--- src/rtl/spi_sync_target.sv ---
// Oversampled SPI mode-0 target, MSB first, fully in the clock_i domain.
// Optional SPI_SYNC_TARGET_SDO_TRISTATE_EN: spi_sd_o floats while CS is inactive.
module spi_sync_target #(
  parameter int DATA_WIDTH  = 8,
  parameter int SYNC_STAGES = 2
) (
  input  logic                  clock_i,
  input  logic                  reset_ni,
  input  logic                  spi_cs_ni,
  input  logic                  spi_sck_i,
  input  logic                  spi_sd_i,
  output logic                  spi_sd_o,
  input  logic [DATA_WIDTH-1:0] data_i,
  output logic [DATA_WIDTH-1:0] data_o,
  output logic                  strobe_o,
  output logic                  start_o,
  output logic                  stop_o,
  output logic                  cs_active_o
);
  localparam int CW = (DATA_WIDTH > 2) ? $clog2(DATA_WIDTH) : 1;

  logic [SYNC_STAGES-1:0] cs_sync, sck_sync, sdi_sync;
  logic                   cs_hist, sck_hist;
  logic [CW-1:0]          bit_cnt;
  logic [DATA_WIDTH-2:0]  rx_q;
  logic [DATA_WIDTH-1:0]  tx_q;
  logic                   word_done;

  // CS idles high and SCK idles low, so reset release on an idle bus is silent
  always_ff @(posedge clock_i or negedge reset_ni) begin
    if (!reset_ni) begin
      cs_sync  <= '1;
      sck_sync <= '0;
      sdi_sync <= '0;
      cs_hist  <= 1'b1;
      sck_hist <= 1'b0;
    end else begin
      cs_sync  <= {cs_sync[SYNC_STAGES-2:0], spi_cs_ni};
      sck_sync <= {sck_sync[SYNC_STAGES-2:0], spi_sck_i};
      sdi_sync <= {sdi_sync[SYNC_STAGES-2:0], spi_sd_i};
      cs_hist  <= cs_sync[SYNC_STAGES-1];
      sck_hist <= sck_sync[SYNC_STAGES-1];
    end
  end

  logic cs_s, sck_s, sdi_s;
  logic cs_fall, cs_rise, sck_rise, sck_fall, in_word;
  logic [DATA_WIDTH-1:0] rx_next;

  assign cs_s     = cs_sync[SYNC_STAGES-1];
  assign sck_s    = sck_sync[SYNC_STAGES-1];
  assign sdi_s    = sdi_sync[SYNC_STAGES-1];
  assign cs_fall  = ~cs_s & cs_hist;
  assign cs_rise  = cs_s & ~cs_hist;
  assign sck_rise = sck_s & ~sck_hist;
  assign sck_fall = ~sck_s & sck_hist;
  // Active and steady: any CS edge this cycle masks SCK edges
  assign in_word  = ~cs_s & ~cs_hist;
  assign rx_next  = {rx_q, sdi_s};

  assign start_o     = cs_fall;
  assign stop_o      = cs_rise;
  assign cs_active_o = ~cs_hist;

  always_ff @(posedge clock_i or negedge reset_ni) begin
    if (!reset_ni) begin
      bit_cnt   <= '0;
      rx_q      <= '0;
      tx_q      <= '0;
      word_done <= 1'b0;
      data_o    <= '0;
      strobe_o  <= 1'b0;
    end else begin
      strobe_o <= 1'b0;
      if (cs_fall) begin
        bit_cnt   <= '0;
        tx_q      <= data_i;
        word_done <= 1'b0;
      end else if (cs_rise) begin
        bit_cnt   <= '0;
        tx_q      <= '0;
        word_done <= 1'b0;
      end else if (in_word) begin
        if (sck_rise) begin
          rx_q <= rx_next[DATA_WIDTH-2:0];
          if (bit_cnt == CW'(DATA_WIDTH-1)) begin
            bit_cnt   <= '0;
            data_o    <= rx_next;
            strobe_o  <= 1'b1;
            word_done <= 1'b1;
          end else begin
            bit_cnt <= bit_cnt + 1'b1;
          end
        end else if (sck_fall) begin
          // First fall after a completed word is the reply load point
          if (word_done) begin
            tx_q      <= data_i;
            word_done <= 1'b0;
          end else begin
            tx_q <= {tx_q[DATA_WIDTH-2:0], 1'b0};
          end
        end
      end
    end
  end

`ifdef SPI_SYNC_TARGET_SDO_TRISTATE_EN
  assign spi_sd_o = cs_active_o ? tx_q[DATA_WIDTH-1] : 1'bz;
`else
  assign spi_sd_o = cs_active_o & tx_q[DATA_WIDTH-1];
`endif

endmodule

--- config.mk ---
export PLATFORM = sky130hd
export DESIGN_NAME = spi_sync_target
export DESIGN_NICKNAME = d
export VERILOG_FILES = /design/src/rtl/spi_sync_target.sv
export SDC_FILE = /design/constraint.sdc
export NUM_CORES = 1
export LEC_CHECK = 0
export ABC_AREA = 1
export CORE_MARGIN = 2
export CORE_UTILIZATION = 25
export CTS_CLUSTER_DIAMETER = 200
export DETAILED_ROUTE_END_ITERATION = 10
export PLACE_DENSITY = 0.5
export SLEW_MARGIN = 40
export SYNTH_ARGS = -nofsm -noshare
export SYNTH_HDL_FRONTEND = slang
export SYNTH_SLANG_ARGS = --single-unit
--- constraint.sdc ---
create_clock -name clock_i -period 2 [get_ports clock_i]
set_input_delay 0.3 -clock clock_i [delete_from_list [all_inputs] [get_ports clock_i]]
set_output_delay 0.3 -clock clock_i [all_outputs]
set_load 0.01 [all_outputs]
* Yosys cells after proc, flatten, opt, wreduce, memory -nomap -nowiden
Index checks and enable logic that the tools add are counted.
Storage, ports and cells: bits in registers 36
Cells by class: eq/ne operators 3, muxes and demuxes 22, bitwise logic cells 12, $add $sub $neg 1, reduce and logical (&&, ||, !) cells 9
Operator list (number):
- $mux 8 | 6
- $mux 3 | 5
- $mux 1 | 11
- $reduce_bool 3->1 | 3
- $and 1x1->1 | 6
- $not 1->1 | 6
- $reduce_and 3->1 | 2
- $reduce_and 5->1 | 1
- $ne 4x3->1 const B | 1
- $reduce_and 4->1 | 1
- $reduce_bool 4->1 | 1
- $add 3x1->3 const B | 1
- $eq 3x3->1 const B | 1
- $ne 3x3->1 const B | 1
- $reduce_and 2->1 | 1

* Longest topological paths before layout
depth in word-level cells 7, mapped depth 8, gate-level depth less buffers 8

* Worst setup path before layout
OpenSTA, ideal clock, no wires.
path type reg2reg, from reg cs_hist, to reg data_o[3], period minus slack after synthesis 1.564 ns, cell stages (with the launch flop) 8, path buffers 1, arrival 1.444 ns, slack 0.436 ns, setup time 0.120 ns, cells stage by stage dfstp_2 inv_1 ha_1 inv_2 nand3_4 buf_6 o21ai_1 nand2_1
Between the ends: word-level cells in the longest chain between the ends 4, elaborated cells on any way between the ends 7, those cells by class 6 x bitwise; 1 x reduce/logical
Ends and longest elaborated chain:
- start: declaration | RTL line 23 | logic cs_hist, sck_hist;
- start signal: assignment | RTL line 41 | cs_hist <= cs_sync[SYNC_STAGES-1];
- $not 1->1 (*)
- named net cs_active_o | RTL line 18 | output logic cs_active_o
- $and 1x1->1 | RTL line 54 | assign cs_rise = cs_s & ~cs_hist;
- $not 1->1 (no line)
- $reduce_and 5->1 (no line) (*)
- end signal: assignment | RTL line 88 | data_o <= rx_next;
- end: declaration | RTL line 14 | output logic [DATA_WIDTH-1:0] data_o,
The timed path passes the listed nets; every way through them passes the cells marked *. A chain may end at the register's enable or synchronous reset.

* Final worst setup path
from reg cs_hist, to out cs_active_o
Between the ends: word-level cells in the longest chain between the ends 1
Ends and longest elaborated chain:
- $not 1->1 | RTL line 63 | assign cs_active_o = ~cs_hist;
- end: declaration | RTL line 18
No other way between the ends.

==> flow_summary.toml <==
[status]
status = "finished, final reports clean"

[sta]
relSlewSlack = 0.6971
rsz0062_at_grt = "false"
slew_viol_final = 0
clock_skew_ns = 0.01349
clock.fmax_mhz = 588.0
setup_slack_ns = 0.2993
worstMarginPinSlew_ns = 0.4544
finalHoldViolations = 0
fin_crit_ns = 1.701
finalSetupViolations = 0
final.setup.tns_ns = 0
post-route-period-util = 0.8504

[synth]
yosysSeqAreaShare = 0.5473
synth_top_area_share = 0.4996
async_flop_share = 1.000
synth_edf_count = 0
syn-num-nets = 214
synth_common_cells = "85 x nand2_1, 33 x dfrtp_1, 20 x inv_1"
synth_area_um2 = 1653
synthCells = 192
synth_area_per_cell_um2 = 8.609
ys_ff_latch = 36
yosysWarnings = 0
synth.area.top_cells = "dfrtp_1 50%, nand2_1 19%, ha_1 6.8%"
synth_ff_type = "dfrtp_1"
yosysTopAreaCell = "dfrtp_1"
ys_types = 18
yosysMostFrequentCell = "nand2_1"

[global_routing]
grt_overflow_total = 0
antenna_found_initial = 0
grt_pass1_wl_um = 5685
grt_usage = 0.09847
grt_start_max_net_pins = 37
grt_pass1_vias = 1241

[critical_path]
startpoint_type = "flop"
reg2reg_to = "data_o[5]"
r2r_cells = 7
setup.worst_path.end_class = "output pin"
cp.arrival_ns = 1.40
cp_data_required_time_ns = 1.70
rr_startpoint = "cs_sync[1]"
crit_fanout = 4
critical_path_class = "flop to output pin"
reg2reg_slack_ns = 0.32

[pwr]
ir_drop_mv = 0.3440
switching_power_w = 0.0004774
p_clk_frac = 0.358
swShare = 0.2682
power_leakage_nw = 1.125
pwr-share-seq = 0.489
p_int_w = 0.001302
combPwrFrac = 0.152
powerDensity_nw_per_um2 = 844.6

[clock_tree]
cts-root-buf = "clkbuf_8"
post-cts-setup-buffers = 0
htree_levels = 2
holdBufCountCts = 0
cts_buffers = 5
cts_tree = "built"
cts.sinks = 36
clk_path_buf_depth = 2
cts_resized = 0
clk_latency_ns = 0.29
clk_pin_slew_ns = 0.07

[die]
row_count = 29
core_um2 = 6386
ios = 26
initial_core_util = 0.2588
die_h_um = 85.31
design.die.area_um2 = 7278
die_w_um = 85.31

[routing]
antenna_left = 0
dr_total_vias = 1238
drtPass1Iterations = 4
drt-initial-drc-count = 58
routed_wl_um = 3035
via_per_inst = 4.113
wire_per_inst_um = 10.08
drc = 0

[place]
place_congestion = 0.7512
dpl.hpwl_um = 2155
pre_cts_slack_ns = 0.3125
placedCellCount = 293
io_buffer_count = 25
dpl_cell_area_um2 = 1991

[worst_hold_path]
min_path_cells = 0
hp-start = "sck_sync[0]"
holdPathEnd = "sck_sync[1]"
hold_path_class = "flop to flop"

[layout]
fin_area_um2 = 2107
fin_nets = 245
area_growth_pct = 27.48
drive_above_1_share = 0.08929
fillers = 688
antenna_cells = 0
final_cells = 301

[job]
maxCapViolations = 0
## worst max-delay path, cell delays in order, from the launching register on
cell	delay [ns]
dfstp_2	0.56
inv_1	0.07
clkdlybuf4s50_1	0.49
## flip-flops by register name (all words and copies together), names as in the netlist
signal	cells
bit_cnt	3
cs_hist	1
cs_sync	2
data_o	8
rx_q	7
sck_hist	1
sck_sync	2
sdi_sync	2
strobe_o	1
tx_q	8
word_done	1
## through the flow
stage | utilization | hold WS (ns) | total power [W]
global placement | 0.3117 | 0.3340 | 0.001157
finish | 0.3299 | 0.3500 | 0.001780
CTS | 0.3292 | 0.3505 | 0.001804
global route | 0.3299 | 0.3629 | 0.001919
detailed placement | 0.3117 | 0.3347 | 0.001161
floorplan | - | 0.004409 | 0.001057
## power by group through the flow
stage	registers, W	logic (W)	clock network (W)
floorplan	0.000872	0.000185	0
global placement	0.000884	0.000273	0
detailed placement	0.000884	0.000277	0
CTS	0.000871	0.000279	0.000654
global route	0.000885	0.000328	0.000705
finish	0.000871	0.000271	0.000638
## per-layer routing
| layer | global-route usage | wire length (µm) | vias up |
|---|---|---|---|
| met5 | 0 | 0 | - |
| met4 | 0.04329 | 16 | 0 |
| met3 | 0.02918 | 125 | 3 |
| met2 | 0.1420 | 1317 | 19 |
| met1 | 0.1363 | 1575 | 561 |
| li1 | - | - | 655 |
## area by class of cell
class,count,area [µm²],share of cell area
Clock inverter,3,42.54,0.02019
Timing Repair Buffer,26,262.8,0.1247
Inverter,23,86.33,0.04097
Multi-Input combinational cell,131,645.6,0.3064
Sequential cell,36,904.6,0.4293
Clock buffer,5,68.82,0.03266
Tap cell,77,96.34,0.04572
## logic make-up (layout without fill, tap and decap cells)
group           Yosys count  after routing  synth area share
simple gates            106            106            0.2725
flops                    36             36            0.5473
buf+inv                  25             57           0.06207
compound gates           16             16           0.04996
fa+ha+maj                 9              9           0.06813
## worst max path at each step
stage,startpoint,end,slack (ns),cells past startpoint
final,cs_hist,cs_active_o,0.30,2
after floorplan,cs_hist,data_o[3],0.44,7
after global routing,cs_hist,data_o[5],0.15,7
after detailed placement,cs_sync[1],data_o[5],0.31,7
after global placement,cs_sync[1],data_o[5],0.34,7
after CTS,cs_hist,stop_o,0.03,3
## cells in the final DEF, fill, tap and decap left out, types with 2 or more instances in the layout
master,instances
clkdlybuf4s50_1,23
dfrtp_1,33
o21ai_0,9
nand2_1,85
inv_2,3
dlymetal6s2s_1,2
nor2_4,2
inv_1,20
clkbuf_8,5
o21ai_1,6
ha_1,9
nand3_1,10
dfstp_2,3
nor2_1,5
(Power assumes the default switching activity.)
